File: config.mk
export PLATFORM = sky130hd
export DESIGN_NAME = prog_run_ctrl_flat
export DESIGN_NICKNAME = d
export VERILOG_FILES = /design/src/rtl/prog_run_ctrl_pkg.sv /design/src/rtl/prog_run_ctrl_if.sv /design/src/rtl/prog_run_ctrl_sat_counter.sv /design/src/rtl/prog_run_ctrl.sv /design/src/flat_wrapper.sv
export SDC_FILE = /design/constraint.sdc
export NUM_CORES = 1
export LEC_CHECK = 0
export ABC_AREA = 1
export CAP_MARGIN = 25
export CORE_AREA = 2 2 56 58
export DETAILED_ROUTE_END_ITERATION = 7
export DIE_AREA = 0 0 58 60
export PLACE_DENSITY = 0.8
export SLEW_MARGIN = 25
export SYNTH_ARGS = -nofsm -noshare
export SYNTH_HDL_FRONTEND = slang
export SYNTH_HIERARCHICAL = 1
export SYNTH_SLANG_ARGS = --single-unit
File: constraint.sdc
create_clock -name clk -period 3.9 [get_ports clk]
set_input_delay 0.39 -clock clk [delete_from_list [all_inputs] [get_ports clk]]
set_output_delay 0.39 -clock clk [all_outputs]
set_load 0.05 [all_outputs]
File: src/rtl/prog_run_ctrl_pkg.sv
`default_nettype none
// ============================================================================
//  Module   : prog_run_pkg
//  Brief    : Shared types and helpers for the program run controller:
//             FSM state encoding, select-width helper, entry address rule.
//  Revision : 1.0  initial release
// ============================================================================
package prog_run_pkg;

    // Run controller states, explicit 2-bit encoding
    typedef enum logic [1:0] {
        IDLE = 2'd0,
        LOAD = 2'd1,
        RUN  = 2'd2,
        DONE = 2'd3
    } run_state_t;

    // Width of the program select field: at least one bit even for NPROG=1
    function automatic int sel_width(input int n);
        return (n <= 1) ? 1 : $clog2(n);
    endfunction

    // Entry address of program `sel`: sel*stride truncated to `width` bits
    function automatic logic [31:0] entry_addr(input int unsigned sel,
                                               input int unsigned stride,
                                               input int unsigned width);
        logic [63:0] prod;
        logic [63:0] mask;
        prod = 64'(sel) * 64'(stride);
        mask = (width >= 64) ? '1 : ((64'd1 << width) - 64'd1);
        return 32'(prod & mask);
    endfunction

endpackage
`default_nettype wire

File: src/rtl/prog_run_ctrl_if.sv
`default_nettype none
// ============================================================================
//  Module   : prog_run_ctrl_if
//  Brief    : Handshake and PC-control bundle between the top-level pins,
//             the core decode and the run controller.
//  Revision : 1.0  initial release
// ============================================================================
interface prog_run_ctrl_if
    import prog_run_pkg::*;
#(
    parameter int D     = 12,
    parameter int NPROG = 3,
    parameter int W_CYC = 16
);
    localparam int SW = sel_width(NPROG);

    logic              req;
    logic [SW-1:0]     prog_sel;
    logic              halt;
    logic              pc_load;
    logic [D-1:0]      pc_target;
    logic              pc_en;
    logic              busy;
    logic              done;
    logic              timeout;
    logic              bad_sel;
    logic [W_CYC-1:0]  cycles;

    // Requester / core side
    modport master (
        output req, prog_sel, halt,
        input  pc_load, pc_target, pc_en, busy, done, timeout, bad_sel, cycles
    );

    // Run controller side
    modport slave (
        input  req, prog_sel, halt,
        output pc_load, pc_target, pc_en, busy, done, timeout, bad_sel, cycles
    );

endinterface
`default_nettype wire

File: src/rtl/prog_run_ctrl_sat_counter.sv
`default_nettype none
// ============================================================================
//  Module   : sat_counter
//  Brief    : W-bit up counter with synchronous clear, enable and
//             saturation at all-ones.
//  Revision : 1.0  initial release
// ============================================================================
module sat_counter #(
    parameter int W = 16
) (
    input  wire          clk,
    input  wire          rst,
    input  wire          i_clr,
    input  wire          i_en,
    output logic [W-1:0] o_count
);
    localparam logic [W-1:0] c_max_count = '1;

    logic [W-1:0] r_count;

    // Count enabled cycles; clear wins over enable; hold at the maximum
    always_ff @(posedge clk) begin
        if (rst || i_clr) begin
            r_count <= '0;
        end else if (i_en && (r_count != c_max_count)) begin
            r_count <= r_count + W'(1);
        end
    end

    assign o_count = r_count;

endmodule
`default_nettype wire

File: src/rtl/prog_run_ctrl.sv
`default_nettype none
// ============================================================================
//  Module   : prog_run_ctrl
//  Brief    : Run controller: four-phase req/done handshake launching one of
//             NPROG programs, gating PC advance, ending on halt or timeout.
//  Revision : 1.0  initial release
// ============================================================================
module prog_run_ctrl
    import prog_run_pkg::*;
#(
    parameter int D           = 12,
    parameter int NPROG       = 3,
    parameter int PROG_STRIDE = 256,
    parameter int W_CYC       = 16,
    parameter int TIMEOUT     = 0
) (
    input wire              clk,
    input wire              reset,
    prog_run_ctrl_if.slave  bus
);
    localparam int SW = sel_width(NPROG);

    run_state_t        r_state;
    logic [SW-1:0]     r_sel;
    logic              r_timeout;
    logic              r_bad_sel;

    logic [W_CYC-1:0]  w_cycles;
    logic              w_sel_ok;
    logic              w_tmo_hit;
    logic              w_load;
    logic              w_cnt_en;
    logic [D-1:0]      w_entry;

    // Select is valid only below NPROG (relevant when NPROG is not a power of 2)
    assign w_sel_ok  = (32'(bus.prog_sel) < 32'(NPROG));
    // Cycle TIMEOUT of the run: counter still holds TIMEOUT-1 during it
    assign w_tmo_hit = (TIMEOUT != 0) && (32'(w_cycles) == (32'(TIMEOUT) - 32'd1));
    assign w_entry   = D'(entry_addr(32'(r_sel), PROG_STRIDE, D));
    assign w_load    = (r_state == LOAD);
    assign w_cnt_en  = (r_state == RUN);

    // Run sequencing: accept request, load entry, run, hold done until req drops
    always_ff @(posedge clk) begin
        if (reset) begin
            r_state   <= IDLE;
            r_sel     <= '0;
            r_timeout <= 1'b0;
            r_bad_sel <= 1'b0;
        end else begin
            r_bad_sel <= 1'b0;
            case (r_state)
                IDLE: begin
                    if (bus.req) begin
                        if (w_sel_ok) begin
                            r_sel   <= bus.prog_sel;
                            r_state <= LOAD;
                        end else begin
                            r_bad_sel <= 1'b1;
                        end
                    end
                end
                LOAD: begin
                    r_timeout <= 1'b0;
                    r_state   <= RUN;
                end
                RUN: begin
                    // Halt takes priority over a coincident timeout
                    if (bus.halt) begin
                        r_state <= DONE;
                    end else if (w_tmo_hit) begin
                        r_timeout <= 1'b1;
                        r_state   <= DONE;
                    end
                end
                DONE: begin
                    if (!bus.req) begin
                        r_state <= IDLE;
                    end
                end
                default: r_state <= IDLE;
            endcase
        end
    end

    sat_counter #(
        .W (W_CYC)
    ) u_cycle_cnt (
        .clk     (clk),
        .rst     (reset),
        .i_clr   (w_load),
        .i_en    (w_cnt_en),
        .o_count (w_cycles)
    );

    assign bus.pc_load   = w_load;
    assign bus.pc_target = w_load ? w_entry : '0;
    // PC freezes on the halt instruction itself
    assign bus.pc_en     = (r_state == RUN) && !bus.halt;
    assign bus.busy      = (r_state == LOAD) || (r_state == RUN);
    assign bus.done      = (r_state == DONE);
    assign bus.timeout   = r_timeout;
    assign bus.bad_sel   = r_bad_sel;
    assign bus.cycles    = w_cycles;

endmodule
`default_nettype wire

File: src/flat_wrapper.sv
// flat-port wrapper written by rule: the top's interface ports become plain ports
module prog_run_ctrl_flat import prog_run_pkg::*;
#(
    parameter int D           = 12,
    parameter int NPROG       = 3,
    parameter int PROG_STRIDE = 256,
    parameter int W_CYC       = 16,
    parameter int TIMEOUT     = 0
)
  (clk, reset, bus_req, bus_prog_sel, bus_halt, bus_pc_load, bus_pc_target, bus_pc_en, bus_busy, bus_done, bus_timeout, bus_bad_sel, bus_cycles);
  prog_run_ctrl_if #(.D(D), .NPROG(NPROG), .W_CYC(W_CYC)) bus_i ();
  input wire clk;
  input wire reset;
  input wire logic [$bits(bus_i.req)-1:0] bus_req;
  input wire logic [$bits(bus_i.prog_sel)-1:0] bus_prog_sel;
  input wire logic [$bits(bus_i.halt)-1:0] bus_halt;
  output wire logic [$bits(bus_i.pc_load)-1:0] bus_pc_load;
  output wire logic [$bits(bus_i.pc_target)-1:0] bus_pc_target;
  output wire logic [$bits(bus_i.pc_en)-1:0] bus_pc_en;
  output wire logic [$bits(bus_i.busy)-1:0] bus_busy;
  output wire logic [$bits(bus_i.done)-1:0] bus_done;
  output wire logic [$bits(bus_i.timeout)-1:0] bus_timeout;
  output wire logic [$bits(bus_i.bad_sel)-1:0] bus_bad_sel;
  output wire logic [$bits(bus_i.cycles)-1:0] bus_cycles;
  assign bus_i.req = bus_req;
  assign bus_i.prog_sel = bus_prog_sel;
  assign bus_i.halt = bus_halt;
  assign bus_pc_load = bus_i.pc_load;
  assign bus_pc_target = bus_i.pc_target;
  assign bus_pc_en = bus_i.pc_en;
  assign bus_busy = bus_i.busy;
  assign bus_done = bus_i.done;
  assign bus_timeout = bus_i.timeout;
  assign bus_bad_sel = bus_i.bad_sel;
  assign bus_cycles = bus_i.cycles;
  prog_run_ctrl #(.D(D), .NPROG(NPROG), .PROG_STRIDE(PROG_STRIDE), .W_CYC(W_CYC), .TIMEOUT(TIMEOUT)) u_core (.clk(clk), .reset(reset), .bus(bus_i));
endmodule
Yosys cells after proc, flatten, opt, wreduce, memory -nomap -nowiden
Index checks and enable logic that the tools add are counted.
{"block": "classes", "magnitude_cmp": 1, "eq_ne": 8, "n_bitwise": 2, "add_sub_neg": 1, "reduce_logical": 9, "n_mux": 7}
{"cell": "$add 16x1->16 const B", "n": 1}
{"cell": "$ne 16x16->1 const B", "n": 1}
{"cell": "$mux 10", "n": 1}
{"cell": "$mux 2", "n": 4}
{"cell": "$pmux 2 s4", "n": 1}
{"cell": "$ne 2x2->1 const B", "n": 3}
{"cell": "$eq 2x2->1 const B", "n": 2}
{"cell": "$reduce_and 4->1", "n": 1}
{"cell": "$reduce_and 3->1", "n": 1}
{"cell": "$reduce_or 3->1", "n": 1}
{"cell": "$eq 2x1->1 const B", "n": 1}
{"cell": "$logic_and 1x1->1", "n": 2}
{"cell": "$logic_not 2->1", "n": 1}
{"cell": "$logic_or 1x1->1", "n": 2}
{"cell": "$lt 2x2->1 const B", "n": 1}
{"cell": "$ne 2x1->1 const B", "n": 1}
{"cell": "$not 1->1", "n": 2}
{"cell": "$logic_not 1->1", "n": 1}
{"cell": "$mux 1", "n": 1}
{"block": "word_totals", "out_inout_bits": 34, "wordCells": 32, "register_bits": 21, "in_bits": 6}

Logic depth before layout (Yosys ltp)
Gate-level depths: netlist (run 1).
{"block": "logic_depth", "ltp_word": 4, "mapped_depth": 10, "mapped_depth_nobuf": 10}

Hierarchy
Netlist (run 1), hierarchy kept.
{"module": "sat_counter", "instances": 1, "seq_area_each_um2": 320.3, "area_each_um2": 950.9, "cells_each": 149}
{"module": "prog_run_ctrl", "instances": 1, "seq_area_each_um2": 100.1, "area_each_um2": 401.6, "cells_each": 55}

Least setup slack after synthesis (run 1)
OpenSTA, ideal clock, no wires.
{"block": "synth_path", "kind": "flip-flop to flip-flop", "from": "reg u_core.u_cycle_cnt.r_count[1] (netlist: u_core/u_cycle_cnt/o_count[1])", "to": "reg u_core.u_cycle_cnt.r_count[13] (netlist: u_core/u_cycle_cnt/o_count[13])", "arrival_ps": 1653, "slack_ps": 2130, "period_less_slack_ps": 1770, "stages_incl_launch_ff": 8, "required_ps": 3783, "cell_sequence": "dfxtp_1 -> ha_1 -> nand2_1 -> nor2_2 -> nand4_2 -> buf_6 -> a21oi_1 -> nor2_1"}
{"block": "synth_via", "elab_chain_cells": 2, "word_cells_on_any_way": 3}
{"item": "from (decl)", "line_no": "prog_run_ctrl_sat_counter.sv:19", "text": "logic [W-1:0] r_count;"}
{"item": "from (signal assigned)", "line_no": "prog_run_ctrl_sat_counter.sv:26", "text": "r_count <= r_count + W'(1);"}
{"item": "branches (longest 2 deep; another with $add 16x1->16)"}
Several ways; the timed one is not identified.
A chain may end at the register's enable or synchronous reset.

Final worst setup path (run 1)
{"block": "layout_path", "from": "reg u_core.r_state[0]", "to": "out bus_pc_en"}
{"block": "layout_via", "elab_chain_cells": 2}
{"item": "from (decl)", "line_no": "prog_run_ctrl.sv:23", "text": "run_state_t r_state;"}
{"item": "from (signal assigned)", "line_no": "prog_run_ctrl.sv:46", "text": "r_state <= IDLE;"}
{"item": "from (signal assigned)", "line_no": "prog_run_ctrl.sv:57", "text": "r_state <= LOAD;"}
{"item": "from (signal assigned)", "line_no": "prog_run_ctrl.sv:65", "text": "r_state <= RUN;"}
{"item": "$eq 2x2->1"}
{"item": "via u_core.w_cnt_en", "line_no": "prog_run_ctrl.sv:32", "text": "logic w_cnt_en;"}
{"item": "$logic_and 1x1->1", "line_no": "prog_run_ctrl.sv:99", "text": "assign bus.pc_en = (r_state == RUN) && !bus.halt;"}
{"item": "to (decl)", "line_no": "flat_wrapper.sv:19", "text": "output wire logic [$bits(bus_i.pc_en)-1:0] bus_pc_en;"}
The timed path passes the listed nets, and every way through them passes these cells.

==> out/metrics.yaml, run 1 <==
placement:
  io_buffers: 28
  hpwl_mm: 2.063
  routabilityCongestion: 0.8319
  post-place-ws_ns: 1.694
  place_area_sq_mm: 0.001610
global_routing:
  grt_max_degree: 17
  grt_pass1_vias: 1042
  grt_use_total_pct: 15.76
  antenna_found_initial: 0
  grt_pass1_wl_mm: 4.374
  grt_overflow: 0
setup_path:
  arrival_ns: 2.19
  critPathRequiredTime_ns: 3.51
  critical_path_class: "reg2out"
  worstPathMaxFanout: 7
  end_kind: "output pin"
  start_kind: "flop"
routing:
  drt_iter0_markers: 42
  routed_wl_mm: 2.666
  wl_per_cell_um: 10.02
  first_pass_iters: 4
  vias: 1288
  final_antenna_net_count: 0
  remaining_drc_errors: 0
  avgViaCountPerCell: 4.842
cts:
  cts_resized: 0
  numCtsBuffers: 3
  clk_pin_slew_worst_paths_ns: 0.13
  cts-htree-levels: 1
  postCtsSetupBuffers: 0
  cts_tree: "built"
  ctsHoldBuffers: 0
  max-clock-path-buffers: 2
  insertion_delay_ns: 0.31
  cts_root_buffer: "clkbuf_4"
  cts_sinks: 21
floorplanning:
  row_count: 20
  die-area_sq_mm: 0.003480
  num_io_pins: 40
  initial_core_util_pct: 46.59
  die_w_um: 58
  core-area_sq_mm: 0.002903
  fp.dieH_um: 60
timing:
  fin_setup_tns_ns: 0
  finalClockSkew_ns: 0.01441
  max_freq_mhz: 387.0
  fin_crit_ns: 2.584
  setup_ws_ns: 1.316
  worstMarginPinSlew_ns: 0.9741
  hold-worst-slack_ns: 0.4536
  setup-violations-final: 0
  slew_violations: 0
  fin_crit_sh_pct: 66.25
  hold_viol: 0
  rsz0062_at_grt: "false"
  maxSlewHeadroom_pct: 34.82
synth:
  synth_top_area_share_pct: 31.08
  synth_edf_count: 0
  syn_inst: 204
  synth.most_common_cell: "nand2_1"
  ys_types: 24
  synthTopCellsByArea: "dfxtp_1 31%, nand2_1 13%, nor2_1 10%"
  yosys_warnings: 6
  ys_top_cells_by_count: "48 x nand2_1, 36 x nor2_1, 21 x dfxtp_1, 21 x inv_1, 15 x nand3_1"
  syn_area_sq_mm: 0.001353
  synth.largest_area_cell: "dfxtp_1"
  synth_seq_area_share_pct: 31.08
  async_flop_share_pct: 0
  synth_seq_cells: 21
  syn_avg_cell_area_sq_um: 6.630
  synth-main-ff-cell: "dfxtp_1"
hold_path:
  hp-class: "reg2reg"
layout:
  syn_to_final_growth_pct: 21.09
  final_layout_size_suffix_gt1_share_pct: 10.30
  fin_area_sq_mm: 0.001638
  fin_nets: 245
  diodes: 0
flow_run:
  cap_violations: 0
power:
  power.density_mw_per_mm2: 438.9
  power.leakage_nw: 0.6709
  ir_drop_mv: 0.4187
status:
  status: "finished, final reports clean"
## worst max-delay path, stage by stage (launching register included)
cell and delay (ns):
dfxtp_1 0.36, inv_1 0.13, ha_1 0.34, inv_1 0.12
nor2_4 0.13, clkdlybuf4s50_1 0.81
## final cells by class
class / count / area, sq um
clock buffers: 3 / 22.52
clock inverters: 1 / 5.005
fillers: 284 / 1265
inverters: 24 / 90.09
multi-input cells: 156 / 778.2
flip-flops and latches: 21 / 420.4
well taps: 33 / 41.29
repair buffers: 28 / 280.3
## report_power, final
group | internal, W | switching [W]
logic | 0.000111 | 0.000248
clock network | 0.0000382 | 0.0000674
registers | 0.000235 | 0.0000184
total | 0.000385 | 0.000334
## stage by stage
step,total power [W],util (%),cells
6_report,0.0007189,56.42,266
5_1_grt,0.0007645,56.42,266
4_1_cts,0.0007237,56.42,266
3_5_place_dp,0.0006160,55.47,262
3_3_place_gp,0.0006104,55.47,262
2_1_floorplan,0.0005437,-,214
## state kept, by name, indices dropped and copies added (netlist names)
register                    count
u_core/bus.bad_sel              1
u_core/u_cycle_cnt/o_count     16
u_core/r_sel                    2
u_core/r_state                  2
## layer usage
metal	global-route usage, %	part of all wire (%)	vias to the layer above
met5	0	0	-
met4	0.9967	0	0
met3	4.545	6.1	0
met2	27.60	50	42
met1	20.16	44	565
li1	-	-	681
## cells by family after synthesis
kind of cell,after synthesis,share of synthesized area (%)
adder cells (fa/ha/maj),5,4.625
other,1,0.2773
flip-flops,21,31.08
AO/OA/AOI/OAI,20,8.141
AND/OR/NAND/NOR,120,41.72
buffers and inverters,37,14.15
## layout by cell type (no fill, tap or decap), types with 4 or more instances in the layout
cell type,n
nand2_2,4
clkdlybuf4s50_1,28
inv_1,21
conb_1,11
o21ai_0,5
a21oi_1,12
nand3_1,15
nor2_4,6
ha_1,5
dfxtp_1,21
nand2_1,48
nor2_1,36
## final timing paths
kind	start	endpoint	slack, ns	cells past startpoint
setup reg to reg	u_core/r_state[1]	u_core/u_cycle_cnt/o_count[12]	1.99	5
hold reg to reg	u_core/r_sel[1]	u_core/r_sel[1]	0.45	2
setup / recovery	u_core/r_state[0]	bus_pc_en	1.32	5
hold / removal	u_core/r_sel[1]	u_core/r_sel[1]	0.45	2
(Power assumes the default switching activity.)
==> run 2, diff against run 1 <==
Settings changed: CORE_AREA 2 2 56 58 to 2 2 57 59, DIE_AREA 0 0 58 60 to 0 0 59 61, PLACE_DENSITY 0.8 to 0.78.
Clock period 3.9 ns to 2.4 ns, I/O delays scaled along.
==> out/metrics.yaml, run 2 (synthesized netlist as in run 1, its figures left out) <==
status:
  status: "finished, final reports clean"
floorplanning:
  core-area_sq_mm: 0.002953  # +1.7%
  fp.dieH_um: 61  # +1.7%
  die_w_um: 59  # +1.7%
  die-area_sq_mm: 0.003599  # +3.4%
  num_io_pins: 40  # unchanged
  initial_core_util_pct: 45.81  # -0.79 points
  row_count: 20  # unchanged
setup_path:
  start_kind: "flop"
  arrival_ns: 1.95  # -0.24 ns
  r2r_cells: 6  # +1
  crit_end: "bus_pc_en"
  critical_path_class: "reg2out"
  rr_endpoint: "u_core/u_cycle_cnt/o_count[13]"
  r2r_start: "u_core/u_cycle_cnt/o_count[0]"
  r2r_slack_ns: 0.79  # -1.20 ns
  worstPathMaxFanout: 3  # -4
  end_kind: "output pin"
  critPathRequiredTime_ns: 2.16  # -1.35 ns
  cp-startpoint: "u_core/r_state[0]"
global_routing:
  grt_pass1_vias: 1122  # +7.7%
  grt_pass1_wl_mm: 4.643  # +6.1%
  antenna_found_initial: 0  # unchanged
  grt_max_degree: 17  # unchanged
  grt_use_total_pct: 16.67  # +0.92 points
  grt_overflow: 0  # unchanged
timing:
  hold_viol: 0  # unchanged
  slew_violations: 0  # unchanged
  max_freq_mhz: 456.9
  fin_crit_ns: 2.189
  worstMarginPinSlew_ns: 0.5077  # -0.4663 ns
  rsz0062_at_grt: "false"
  maxSlewHeadroom_pct: 66.04  # +31 points
  fin_crit_sh_pct: 91.19
  finalClockSkew_ns: 0.001434  # -0.01298 ns
  setup_ws_ns: 0.2115  # -1.105 ns
  setup-violations-final: 0  # unchanged
  hold-worst-slack_ns: 0.4596  # +0.006007 ns
  fin_setup_tns_ns: 0  # unchanged
cts:
  clk_pin_slew_worst_paths_ns: 0.12  # about the same
  postCtsSetupBuffers: 0  # unchanged
  insertion_delay_ns: 0.30  # about the same
  max-clock-path-buffers: 2  # unchanged
  cts_sinks: 21  # unchanged
  cts-htree-levels: 1  # unchanged
  ctsHoldBuffers: 0  # unchanged
  cts_root_buffer: "clkbuf_4"
  cts_resized: 0  # unchanged
  numCtsBuffers: 3  # unchanged
  cts_tree: "built"
placement:
  post-place-ws_ns: 0.5201  # -1.174 ns
  hpwl_mm: 2.122  # +2.9%
  routabilityCongestion: 0.7808  # -6.1%
  place_area_sq_mm: 0.001625  # +0.93%
  io_buffers: 28  # unchanged
  place_inst: 264  # +0.76%
layout:
  layout_commonest_cell: "nand2_1"
  syn_to_final_growth_pct: 22.11
  nFillCells: 300  # +5.6%
  fin_area_sq_mm: 0.001652  # +0.84%
  fin_cells: 268  # +0.75%
  diodes: 0  # unchanged
  largest_reg_flops: 16  # unchanged
  mostFrequentLayoutCells: "48 x nand2_1, 36 x nor2_1, 28 x clkdlybuf4s50_1"
  fin_nets: 247  # +0.82%
  final_layout_size_suffix_gt1_share_pct: 10.64  # +0.34 points
routing:
  remaining_drc_errors: 0  # unchanged
  drt_iter0_markers: 32  # -24%
  vias: 1286  # -0.16%
  avgViaCountPerCell: 4.799  # -0.90%
  routed_wl_mm: 2.734  # +2.6%
  first_pass_iters: 4  # unchanged
  final_antenna_net_count: 0  # unchanged
  wl_per_cell_um: 10.20  # +1.8%
hold_path:
  hp-class: "reg2reg"
flow_run:
  cap_violations: 0  # unchanged
power:
  ir_drop_mv: 0.6013  # +44%
  power.leakage_nw: 0.6783  # +1.1%
  power.density_mw_per_mm2: 717.5  # +63%
[run 2: layout make-up]
cell class | count | area [sq um] | share of cell area (%)
multi-input combinational | 156 | 778.2 | 47.12
sequential | 21 | 420.4 | 25.45
timing repair buffer | 30 | 295.3 | 17.88
inverter | 24 | 90.09 | 5.455
tap | 33 | 41.29 | 2.500
clock buffer | 4 | 26.28 | 1.591
[run 2: power by group]
group          internal [W]  total (W)  switching [W]
clock             0.0000648   0.000176       0.000111
sequential         0.000382   0.000413      0.0000303
combinational      0.000192   0.000597       0.000404
total              0.000639    0.00119       0.000546
[run 2: how the worst min path moves through the flow]
stage	from	to	slack, ns	cells past startpoint
3_3_place_gp	u_core/r_sel[0]	u_core/r_sel[0]	0.44	2
6_report	u_core/r_sel[0]	u_core/r_sel[0]	0.46	2
2_1_floorplan	reset	u_core/bus.bad_sel	0.32	1
5_1_grt	u_core/r_sel[0]	u_core/r_sel[0]	0.49	2
3_5_place_dp	u_core/r_sel[1]	u_core/r_sel[1]	0.44	2
4_1_cts	u_core/r_sel[0]	u_core/r_sel[0]	0.46	2
[run 2: worst max-delay path, stage by stage, from the launching register on]
cell and delay (ns):
dfxtp_1 0.35, inv_1 0.13, ha_1 0.18, inv_1 0.07, nor2_4 0.11, clkdlybuf4s50_1 0.81
[run 2: stage by stage]
step | util, % | total power [W]
final | 55.93 | 0.001185
after global routing | 55.93 | 0.001255
after CTS | 55.93 | 0.001198
after detailed placement | 55.04 | 0.001016
after global placement | 55.04 | 0.001007
after floorplan | - | 0.0008836
[run 2: routing by layer]
layer	up-vias	share of wire (%)	wire (um)	GRT usage (%)
met2	34	48	1309	27.46
met1	568	47	1275	20.85
met4	0	0.66	18	7.792
met3	2	4.8	131	3.625
li1	682	-	-	-
met5	-	0	0	0
